`config.mk`:
```
export PLATFORM = sky130hd
export DESIGN_NAME = lcd_bus_arbiter
export DESIGN_NICKNAME = d
export VERILOG_FILES = /design/src/rtl/lcd_bus_arbiter.sv
export SDC_FILE = /design/constraint.sdc
export NUM_CORES = 1
export LEC_CHECK = 0
export CAP_MARGIN = 20
export CELL_PAD_IN_SITES_DETAIL_PLACEMENT = 1
export CELL_PAD_IN_SITES_GLOBAL_PLACEMENT = 2
export CORE_MARGIN = 1.5
export CORE_UTILIZATION = 34
export CTS_CLUSTER_SIZE = 25
export DETAILED_ROUTE_END_ITERATION = 16
export GPL_TIMING_DRIVEN = 0
export HOLD_SLACK_MARGIN = 0.05
export MAX_ROUTING_LAYER = met4
export PLACE_DENSITY = 0.81
export SYNTH_ARGS = -nofsm -noshare
export SYNTH_HDL_FRONTEND = slang
export SYNTH_SLANG_ARGS = --single-unit
```
`constraint.sdc`:
```
create_clock -name clk -period 3 [get_ports clk]
set_clock_uncertainty 0.15 [all_clocks]
set_input_delay 0.6 -clock clk [delete_from_list [all_inputs] [get_ports clk]]
set_output_delay 0.6 -clock clk [all_outputs]
set_load 0.03 [all_outputs]
```
`src/rtl/lcd_bus_arbiter.sv`:
```
// Round-robin arbiter sharing one HD44780-style write bus between two byte
// requesters; each accepted byte becomes a setup / EN pulse / execute-wait sequence.
module lcd_bus_arbiter #(
    parameter int unsigned SETUP_CYC     = 2,
    parameter int unsigned PULSE_CYC     = 25,
    parameter int unsigned EXEC_CYC      = 2_500,
    parameter int unsigned EXEC_LONG_CYC = 100_000,
    parameter int unsigned POWERUP_CYC   = 750_000
) (
    input  logic       clk,
    input  logic       rst_n,
    input  logic       req0_valid,
    input  logic       req0_rs,
    input  logic [7:0] req0_data,
    output logic       req0_ready,
    input  logic       req1_valid,
    input  logic       req1_rs,
    input  logic [7:0] req1_data,
    output logic       req1_ready,
    output logic       busy,
    output logic       grant_id,
    output logic       lcd_en,
    output logic       lcd_rs,
    output logic       lcd_rw,
    output logic [7:0] lcd_data
);

    typedef enum logic [2:0] {
        S_POWERUP,
        S_IDLE,
        S_SETUP,
        S_PULSE,
        S_EXEC
    } state_t;

    localparam logic [31:0] SETUP_LOAD     = 32'(SETUP_CYC - 1);
    localparam logic [31:0] PULSE_LOAD     = 32'(PULSE_CYC - 1);
    localparam logic [31:0] EXEC_LOAD      = 32'(EXEC_CYC - 1);
    localparam logic [31:0] EXEC_LONG_LOAD = 32'(EXEC_LONG_CYC - 1);
    localparam logic [31:0] POWERUP_LOAD   = 32'(POWERUP_CYC - 1);

    state_t      state_q, state_d;
    logic [31:0] cnt_q, cnt_d;
    logic        last_grant_q, last_grant_d;
    logic        grant_id_q, grant_id_d;
    logic        lcd_en_q, lcd_en_d;
    logic        lcd_rs_q, lcd_rs_d;
    logic [7:0]  lcd_data_q, lcd_data_d;

    logic cnt_zero;
    logic winner;
    logic long_exec;

    assign cnt_zero  = (cnt_q == 32'd0);
    // Clear (0x01) and return-home (0x02/0x03) need the long execute wait.
    assign long_exec = !lcd_rs_q && (lcd_data_q[7:2] == 6'd0) && (lcd_data_q[1:0] != 2'd0);
    assign winner    = (req0_valid && req1_valid) ? ~last_grant_q : req1_valid;

    always_comb begin
        // NOTE: every signal written here gets a default first, so no path infers a latch.
        state_d      = state_q;
        cnt_d        = cnt_q;
        last_grant_d = last_grant_q;
        grant_id_d   = grant_id_q;
        lcd_rs_d     = lcd_rs_q;
        lcd_data_d   = lcd_data_q;
        req0_ready   = 1'b0;
        req1_ready   = 1'b0;

        case (state_q)
            S_POWERUP: begin
                if (cnt_zero) state_d = S_IDLE;
                else          cnt_d   = cnt_q - 32'd1;
            end
            S_IDLE: begin
                if (req0_valid || req1_valid) begin
                    req0_ready   = ~winner;
                    req1_ready   = winner;
                    last_grant_d = winner;
                    grant_id_d   = winner;
                    lcd_rs_d     = winner ? req1_rs   : req0_rs;
                    lcd_data_d   = winner ? req1_data : req0_data;
                    cnt_d        = SETUP_LOAD;
                    state_d      = S_SETUP;
                end
            end
            S_SETUP: begin
                if (cnt_zero) begin
                    cnt_d   = PULSE_LOAD;
                    state_d = S_PULSE;
                end else begin
                    cnt_d = cnt_q - 32'd1;
                end
            end
            S_PULSE: begin
                if (cnt_zero) begin
                    cnt_d   = long_exec ? EXEC_LONG_LOAD : EXEC_LOAD;
                    state_d = S_EXEC;
                end else begin
                    cnt_d = cnt_q - 32'd1;
                end
            end
            S_EXEC: begin
                if (cnt_zero) state_d = S_IDLE;
                else          cnt_d   = cnt_q - 32'd1;
            end
            default: begin
                cnt_d   = POWERUP_LOAD;
                state_d = S_POWERUP;
            end
        endcase

        // EN is registered from the next state so the pad sees a clean flop output.
        lcd_en_d = (state_d == S_PULSE);
    end

    always_ff @(posedge clk or negedge rst_n) begin
        if (!rst_n) begin
            state_q      <= S_POWERUP;
            cnt_q        <= POWERUP_LOAD;
            last_grant_q <= 1'b1;
            grant_id_q   <= 1'b0;
            lcd_en_q     <= 1'b0;
            lcd_rs_q     <= 1'b0;
            lcd_data_q   <= 8'h00;
        end else begin
            // NOTE: non-blocking assignments keep every flop sampling pre-edge values.
            state_q      <= state_d;
            cnt_q        <= cnt_d;
            last_grant_q <= last_grant_d;
            grant_id_q   <= grant_id_d;
            lcd_en_q     <= lcd_en_d;
            lcd_rs_q     <= lcd_rs_d;
            lcd_data_q   <= lcd_data_d;
        end
    end

    assign busy     = (state_q != S_IDLE);
    assign grant_id = grant_id_q;
    assign lcd_en   = lcd_en_q;
    assign lcd_rs   = lcd_rs_q;
    assign lcd_rw   = 1'b0;
    assign lcd_data = lcd_data_q;

endmodule

```
==> metrics.md, run 1 <==
| Metric | Value |
|---|---|
| GR Util met3 | 0.03382 |
| Worst path max stage delay | 420 ps |
| DR iter-0 viols | about 130 |
| Fin area | between 0.003 and 0.004 mm2 |
| TritonCTS Sinks | 47 |
| Nets@finish | around 380 |
| Synth warn | 0 |
| Power per cell area | approximately 420 mW/mm2 |
| Grt met2 use | 0.3471 |
| First-pass GRT wire length | about 14000 um |
| Placement Cell Area | approximately 0.0033 mm2 |
| Fin. max-slew vios | 0 |
| Syn Nets | around 340 |
| Core box area | just over 0.008 mm2 |
| Via count | roughly 2700 |
| CP endpoint kind | primary output |
| EDFF count, synth | 0 |
| Worst setup SP type | flip-flop |
| Final Hold Vio Count | 0 |
| Seq/Total Area, Yosys | 0.4203 |
| Clk_lat worst skew | around 300 ps |
| HPWL after detailed placement | about 6400 um |
| IO Pins | 37 |
| Worst-margin pin slew | around 690 ps |
| WP buf/inv | 4 |
| Final GP Congestion | roughly 0.84 |
| Antenna cells | 0 |
| GR peak layer | met2 |
| Vias/cell | 5.727 |
| Chip Width | roughly 94 um |
| Total power | about 1.5 mW |
| Final Critical Period | ~2900 ps |
| F_max | approximately 0.35 GHz |
| Detailed Route WL | roughly 8700 um |
| Initial antenna violation count | 0 |
| Residual DRC | 0 |
| Share of layout cells above drive strength 1 | 0.1639 |
| Die height | approximately 94 um |
| Grt met1 use | 0.2854 |
| IO buf count | 35 |
| Setup TNS | 0 ps |
| Predominant post-synthesis flop cell | dfrtp_1 |
| Longest Clk Path Bufs | 2 |
| Rel. slew slack | 0.5397 |
| GR Overflow Total | 0 |
| CP Data Required Time | around 2300 ps |
| Leakage power | between 1.5 and 2 nW |
| Final Non-Filler Cells | 465 |
| Clock-pin slew on the worst setup and hold paths | about 100 ps |
| Syn avg cell area | 8.960 um2 |
| Final setup viols | 0 |
| CTS tree | yes |
| DP Cell Count | between 400 and 500 |
| Async set-or-reset flop fraction in the synthesized netlist | 1.000 |
| Crit path top cell by count | clkbuf_2 |
| Postcts setup bufs | 0 |
| Placement Rows | 33 |
| Die Area | around 0.0089 mm2 |
| Critical-path cell list | clkbuf_1, nor2_1, inv_1, a211oi_2, clkbuf_2, clkbuf_2 |
| Status | finished clean |
| CP arrival | ~2100 ps |
| Largest net degree at the start of global routing | 26 |
| Worst IR Drop VDD | roughly 0.23 mV |
| Max-cap violations | 0 |
| Yosys reg bits | 47 |
| Unrepaired setup endpoints after global routing | false |
| Root Driver | clkbuf_8 |
| TritonCTS buffer count | 5 |
| DRT Pass-1 Iters | 5 |
| Delay-heaviest family, CP | buffers and inverters |
| H-tree depth | 2 |
| DR WL/cell | around 19 um |
| Slowest CP cell | dfrtp_1 |
| DRT antenna net count | 0 |
| Final period utilization | 0.9558 |
| Crit-path max FO | 10 |
| Vias in the first global route | 2788 |
| Post-Synthesis Cells | around 320 |
| CP Class | flip-flop to primary output |
| Area grow syn2layout | 23.74% |
| GRT Util Overall | 0.2137 |
| Starting Density | 0.3492 |
| Hold crit path type | input pin to async pin |
| Post-Syn Area | between 0.002 and 0.003 mm2 |
| Distinct cells, synth | 64 |
-- path summary, 6_finish.rpt --
kind,start,to,slack [ps],depth (start not counted)
worst max-delay path,state_q[2],req1_ready,130,6
worst min-delay path,rst_n,cnt_q[6],140,1
max in group asynchronous,rst_n,cnt_q[19],1930,2
worst max register to register,cnt_q[15],cnt_q[23],230,8
min in group clk,grant_id,grant_id,340,1
worst min register to register,grant_id,grant_id,340,1
-- cells by family (layout without fill, tap and decap cells) --
kind of cell	after synthesis	in the layout	share of synthesized area
simple gates	127	127	0.2502
compound gates	92	92	0.2225
flops	47	47	0.4203
buf+inv	34	77	0.05330
xor+xnor	13	13	0.04009
fa+ha+maj	3	3	0.01233
other cells	1	1	0.001320
-- flip-flops by register name, indices dropped and copies added, names as in the netlist --
signal	cells
cnt_q	32
grant_id	1
last_grant_q	1
lcd_data	8
lcd_en	1
lcd_rs	1
state_q	3
-- what timing repair did --
item | 4_1_cts | 5_1_grt
hold endpoints to repair | 0 | 0
resized for setup | 6 | 13
hold buffers | 0 | 0
gates cloned | 0 | 0
endpoints found under the setup margin | 15 | 21
-- Yosys cell counts, types with 6 or more instances --
library cell | number | area, um2
nor2_1 | 34 | 127.6
dfrtp_1 | 33 | 825.8
o21ai_0 | 24 | 120.1
a21oi_1 | 20 | 100.1
inv_1 | 20 | 75.07
nand2_1 | 19 | 71.32
dfstp_2 | 14 | 367.9
nor3_1 | 14 | 70.07
xor2_1 | 10 | 87.58
a222oi_1 | 9 | 90.09
nand3_1 | 9 | 45.04
nor4_1 | 8 | 50.05
clkbuf_1 | 7 | 26.28
or3_1 | 6 | 37.54
-- per-stage QoR --
step	utilization	setup WS [ps]	hold WS, ps
4_1_cts	0.4255	-164.1	160.0
6_report	0.4321	132.7	137.8
2_1_floorplan	-	443.6	154.4
5_1_grt	0.4321	23.26	162.8
3_3_place_gp	0.4084	-484.9	310.2
3_5_place_dp	0.4102	-451.2	319.6
-- placed cells by master, fill, tap and decap left out, types with 10 or more instances in the layout --
cell type         n
nor2_1           33
dfrtp_1          32
clkdlybuf4s50_1  32
o21ai_0          23
inv_1            20
a21oi_1          20
nand2_1          19
dfstp_2          14
nor3_1           11
xor2_1           10
-- area by class of cell --
cell class | count | area, um2
clock inverters | 3 | 43.79
well taps | 105 | 131.4
plain buffers | 13 | 73.82
fillers | 936 | 4619
inverters | 20 | 75.07
clock buffers | 5 | 68.82
repair buffers | 36 | 362.8
multi-input cells | 236 | 1564
flip-flops and latches | 47 | 1195
-- per-layer routing --
metal  vias to the layer above  wire length (um)
li1                       1258                 -
met2                        67              4201
met5                         -                 0
met4                         0                52
met3                         6               301
met1                      1332              4116
-- power by group --
group          switching, mW  internal [mW]  total (mW)
sequential            0.0898          0.707       0.797
combinational         0.0920         0.0921       0.184
clock                  0.241          0.249       0.490
total                  0.423           1.05        1.47
No activity file was read; power rests on OpenSTA's default activity.
==> inputs of run 2 (changes only) <==
- TNS_END_PERCENT: default -> 10
==> run 2 against run 1 <==
Non-clock buffer count stayed put. Critical path depth unchanged. Combinational power is essentially flat. Sequential power about the same.
==> metrics.md, run 2 (same netlist as run 1, synthesis figures left out) <==
| Metric | Value |
|---|---|
| Reg2reg path depth | 8 (unchanged) |
| Antenna cells | 0 (unchanged) |
| CTS tree | yes (unchanged) |
| Most flops, register | cnt_q (unchanged) |
| Placement Rows | 33 (unchanged) |
| Share of layout cells above drive strength 1 | 0.1611 (was 0.1639) |
| Starting Density | 0.3492 (unchanged) |
| Clk_lat worst skew | 310 ps (was 300 ps) |
| Worst flop-to-flop path startpoint | cnt_q[15] (unchanged) |
| Crit path top cell by count | clkbuf_2 (unchanged) |
| Core box area | 0.008134 mm2 (unchanged) |
| TritonCTS Sinks | 47 (unchanged) |
| F_max | 0.3487 GHz (was 0.3488 GHz) |
| Worst-margin pin slew | 766.3 ps (was 690.5 ps) |
| Leakage power | 1.514 nW (about the same) |
| Final GP Congestion | 0.8366 (unchanged) |
| Final Hold Vio Count | 0 (unchanged) |
| Longest Clk Path Bufs | 2 (unchanged) |
| Die height | 94.40 um (unchanged) |
| DRT antenna net count | 0 (unchanged) |
| Crit. Startpoint | state_q[2] (unchanged) |
| Largest net degree at the start of global routing | 26 (unchanged) |
| Status | finished clean (unchanged) |
| Detailed Route WL | 8682 um (was 8670 um) |
| Total power | 1.472 mW (about the same) |
| HPWL after detailed placement | 6354 um (unchanged) |
| First-pass GRT wire length | 14290 um (unchanged) |
| CP arrival | 2120 ps (about the same) |
| WP buf/inv | 4 (unchanged) |
| TritonCTS buffer count | 5 (unchanged) |
| Final Critical Period | 2868 ps (was 2867 ps) |
| CP Data Required Time | 2250 ps (about the same) |
| Critical path depth | 6 (unchanged) |
| GRT Util Overall | 0.2137 (unchanged) |
| Setup TNS | 0 ps (unchanged) |
| Commonest non-fill, non-tap cell in the layout | nor2_1 (unchanged) |
| Worst path max stage delay | 420 ps (about the same) |
| Final setup viols | 0 (unchanged) |
| Vias/cell | 5.772 (was 5.727) |
| Fin. max-slew vios | 0 (unchanged) |
| Commonest non-fill, non-tap cells in the layout | nor2_1, dfrtp_1, clkdlybuf4s50_1, o21ai_0 (unchanged) |
| Final Non-Filler Cells | 465 (unchanged) |
| Vias in the first global route | 2788 (unchanged) |
| Final WS setup | 132.3 ps (was 132.7 ps) |
| CP Class | flip-flop to primary output (unchanged) |
| Clock-pin slew on the worst setup and hold paths | 100 ps (about the same) |
| Root Driver | clkbuf_8 (unchanged) |
| DP Cell Count | 458 (unchanged) |
| DRT Pass-1 Iters | 4 (was 5) |
| IO Pins | 37 (unchanged) |
| Power per cell area | 419.4 mW/mm2 (was 418.7 mW/mm2) |
| Crit-path max FO | 10 (unchanged) |
| Max-cap violations | 0 (unchanged) |
| Delay-heaviest family, CP | buffers and inverters (unchanged) |
| Hold crit path type | input pin to async pin (unchanged) |
| Nets@finish | 383 (unchanged) |
| DR WL/cell | 18.67 um (was 18.65 um) |
| Worst setup SP type | flip-flop (unchanged) |
| Setup Slack @ Placement | -451.2 ps (unchanged) |
| Slowest CP cell | dfrtp_1 (unchanged) |
| Residual DRC | 0 (unchanged) |
| Number of flip-flops in the largest register | 32 (unchanged) |
| Rel. slew slack | 0.4844 (was 0.5397) |
| Chip Width | 94.40 um (unchanged) |
| CP endpoint kind | primary output (unchanged) |
| Critical-path cell list | clkbuf_1, nor2_1, inv_1, a211oi_2, clkbuf_2, clkbuf_2 (unchanged) |
| IO buf count | 35 (unchanged) |
| DR iter-0 viols | 137 (was 131) |
| Initial antenna violation count | 0 (unchanged) |
| H-tree depth | 2 (unchanged) |
| Die Area | 0.008911 mm2 (unchanged) |
| Area grow syn2layout | 23.52% (was 23.74%) |
| Via count | 2684 (was 2663) |
| Worst IR Drop VDD | 0.2312 mV (was 0.2310 mV) |
| Final period utilization | 0.9559 (was 0.9558) |
| GR Overflow Total | 0 (unchanged) |
| Unrepaired setup endpoints after global routing | true (was false) |
## run 2: cell types whose count changed in the layout (fill, tap and decap cells not counted)
cell,before,now
nor4_1,6,7
nor4_2,1,0
## run 2: through the flow
step / area, um2 / util / hold slack [ps]
floorplan: 2840 / - / 154.4
global placement: 3322 / 0.4084 / 310.2
detailed placement: 3337 / 0.4102 / 319.6
CTS: 3461 / 0.4255 / 160.0
global route: 3508 / 0.4313 / 162.8
finish: 3508 / 0.4313 / 138.6
## run 2: report_power, final
group	total [mW]	switching, mW	internal (mW)
Clock	0.492	0.243	0.249
Sequential	0.795	0.0876	0.707
Combinational	0.185	0.0929	0.0918
## run 2: cell type report
class / count / area [um2]
plain buffers: 13 / 73.82
clock buffers: 5 / 68.82
clock inverters: 3 / 43.79
fillers: 936 / 4626
inverters: 20 / 75.07
multi-input cells: 236 / 1558
flip-flops and latches: 47 / 1195
well taps: 105 / 131.4
repair buffers: 36 / 362.8
## run 2: per-layer routing
layer | routed length [um] | vias to the layer above | track usage
met3 | 331 | 6 | 0.03382
met5 | 0 | - | -
li1 | - | 1256 | -
met2 | 4183 | 70 | 0.3471
met4 | 52 | 0 | 0.03731
met1 | 4114 | 1352 | 0.2854
## run 2: worst paths after layout
check	end	slack, ps
max in group asynchronous	cnt_q[19]	1930
worst min register to register	grant_id	340
worst max register to register	cnt_q[23]	220
worst min-delay path	cnt_q[6]	140
worst max-delay path	req1_ready	130
min in group clk	grant_id	340
## run 2: repair_timing
action / CTS / global route
hold buffers: 0 / 0
buffers inserted: 0 / 0
gates resized for setup: 6 / 12
setup endpoints to repair: 15 / 21
==> inputs of run 3 (changes only) <==
- CORE_UTILIZATION: 34 -> 37
- PLACE_DENSITY: 0.81 -> 0.87
- clock period: 3 -> 3.5 ns (I/O delays scaled with it)
==> run 3 against run 2 <==
Sequential share of layout area increased by 0.34 points. First-iteration DRC count increased by 59%. Via count increased by 0.15%. Critical path type is now input pin to primary output. Largest cell class unchanged.
==> metrics.md, run 3 (same netlist as run 1, synthesis figures left out) <==
| Metric | Value |
|---|---|
| Status | finished clean (unchanged) |
| Starting Density | 0.3874 (was 0.3492) |
| Placement Rows | 31 (was 33) |
| HPWL after detailed placement | 6444 um (was 6354 um) |
| TritonCTS buffer count | 5 (unchanged) |
| Leakage power | 1.500 nW (was 1.514 nW) |
| Root Driver | clkbuf_8 (unchanged) |
| Worst path max stage delay | 760 ps (was 420 ps) |
| Final setup viols | 0 (unchanged) |
| GRT Util Overall | 0.2337 (was 0.2137) |
| Worst IR Drop VDD | 0.1796 mV (was 0.2312 mV) |
| Crit-path max FO | 10 (unchanged) |
| Chip Width | 90.62 um (was 94.40 um) |
| Power per cell area | 379.3 mW/mm2 (was 419.4 mW/mm2) |
| Internal | 967.9 uW (was 1.048 mW) |
| Switch Pwr | 348.2 uW (was 423.4 uW) |
| IO buf count | 35 (unchanged) |
| CTS tree | yes (unchanged) |
| Slowest CP cell | clkdlybuf4s50_1 (was dfrtp_1) |
| Post-Route Utilization | 0.4733 (was 0.4313) |
| Worst setup SP type | input pin (was flip-flop) |
| GR Overflow Total | 0 (unchanged) |
| Nets@finish | 384 (was 383) |
| Die Area | 0.008211 mm2 (was 0.008911 mm2) |
| DRT antenna net count | 0 (unchanged) |
| Initial antenna violation count | 0 (unchanged) |
| Worst-margin pin slew | 750.4 ps (was 766.3 ps) |
| CP Data Required Time | 2650 ps (was 2250 ps) |
| Via count | 2688 (was 2684) |
| Die height | 90.62 um (was 94.40 um) |
| Final Critical Period | about 3300 ps |
| IO Pins | 37 (unchanged) |
| Vias/cell | 5.843 (was 5.772) |
| Detailed Route WL | 8708 um (was 8682 um) |
| Crit path top cell by count | clkdlybuf4s50_1 (was clkbuf_2) |
| WP buf/inv | 2 (was 4) |
| Final GP Congestion | 0.8638 (was 0.8366) |
| Share of layout cells above drive strength 1 | 0.1385 (was 0.1611) |
| Vias in the first global route | 2845 (was 2788) |
| Clock-pin slew on the worst setup and hold paths | 100 ps (about the same) |
| F_max | 0.3027 GHz |
| CP Class | input pin to primary output (was flip-flop to primary output) |
| Flop pwr share | 0.505 (was 0.540) |
| Clk network pwr share | 0.376 (was 0.334) |
| Rel. slew slack | 0.4979 (was 0.4844) |
| Unrepaired setup endpoints after global routing | false (was true) |
| Final period utilization | 0.9439 |
| First-pass GRT wire length | 14850 um (was 14290 um) |
| Setup Slack @ Placement | -126.0 ps (was -451.2 ps) |
| Max-cap violations | 0 (unchanged) |
| Postcts setup bufs | 0 (unchanged) |
| Antenna cells | 0 (unchanged) |
| TritonCTS Sinks | 47 (unchanged) |
| Hold crit path type | input pin to async pin (unchanged) |
| CP arrival | 2450 ps (was 2120 ps) |
| DR iter-0 viols | 218 (was 137) |
| Largest net degree at the start of global routing | 27 (was 26) |
| Commonest non-fill, non-tap cells in the layout | nor2_1, dfrtp_1, clkdlybuf4s50_1, o21ai_0 (unchanged) |
| CP endpoint kind | primary output (unchanged) |
| Residual DRC | 0 (unchanged) |
| Critical-path cell list | clkdlybuf4s50_1, o21ai_0, nor2_2, clkdlybuf4s50_1 (was clkbuf_1, nor2_1, inv_1, a211oi_2, clkbuf_2, clkbuf_2) |
| Delay-heaviest family, CP | buffers and inverters (unchanged) |
| Hold_buf cts | 0 (unchanged) |
| Longest Clk Path Bufs | 2 (unchanged) |
| Core box area | 0.007331 mm2 (was 0.008134 mm2) |
| Number of flip-flops in the largest register | 32 (unchanged) |
| Final Hold Vio Count | 0 (unchanged) |
| Most flops, register | cnt_q (unchanged) |
| Power share of the combinational group | 0.120 (was 0.126) |
| Total power | 1.316 mW (was 1.472 mW) |
| Final WS setup | 196.4 ps (was 132.3 ps) |
| DR WL/cell | 18.93 um (was 18.67 um) |
| DRT Pass-1 Iters | 4 (unchanged) |
| CTS resizes | 3 (was 6) |
| Fillers | 845 (was 936) |
| Fin. max-slew vios | 0 (unchanged) |
| Switching part of the total | 0.2646 (was 0.2878) |
| Clk_lat worst skew | 320 ps (was 310 ps) |
| H-tree depth | 2 (unchanged) |
| Area grow syn2layout | 22.16% (was 23.52%) |
## run 3: final timing paths
check	start	slack [ps]	cells after the start	end
min in group clk	cnt_q[17]	340	1	cnt_q[17]
max in group asynchronous	rst_n	2390	2	cnt_q[17]
worst max-delay path	req0_valid	200	4	req0_ready
worst min register to register	cnt_q[17]	340	1	cnt_q[17]
worst max register to register	cnt_q[0]	410	8	cnt_q[26]
worst min-delay path	rst_n	210	1	cnt_q[4]
## run 3: stage by stage
stage | hold slack (ps) | cells | TNS (ps) | cell area, um2
floorplan | 254.4 | 317 | 0 | 2840
global placement | 313.3 | 451 | -170.1 | 3314
detailed placement | 324.6 | 452 | -145.4 | 3329
CTS | 229.1 | 459 | 0 | 3465
global route | 250.4 | 460 | 0 | 3470
finish | 208.6 | 460 | 0 | 3470
## run 3: power by group through the flow
stage,sequential [mW],clock (mW),combinational [mW]
floorplan,0.672,0,0.0694
global placement,0.668,0,0.146
detailed placement,0.674,0,0.156
CTS,0.664,0.504,0.157
global route,0.672,0.522,0.173
finish,0.664,0.494,0.158
## run 3: area by class of cell
class                           count  area (um2)  area share
Inverter                           20       75.07     0.02164
Sequential cell                    47        1194      0.3440
Clock buffer                        5       68.82     0.01983
Buffer                             13       73.82     0.02128
Multi-Input combinational cell    236        1498      0.4317
Clock inverter                      3       67.56     0.01947
Tap cell                           99       123.9     0.03570
Timing Repair Buffer               37       369.1      0.1064
## run 3: per-layer routing
layer | vias up | global-route usage | share of wire
li1 | 1264 | - | -
met1 | 1348 | 0.3063 | 0.47
met2 | 66 | 0.3741 | 0.48
met3 | 10 | 0.03872 | 0.042
met4 | 0 | 0.06217 | 0.013
met5 | - | - | 0
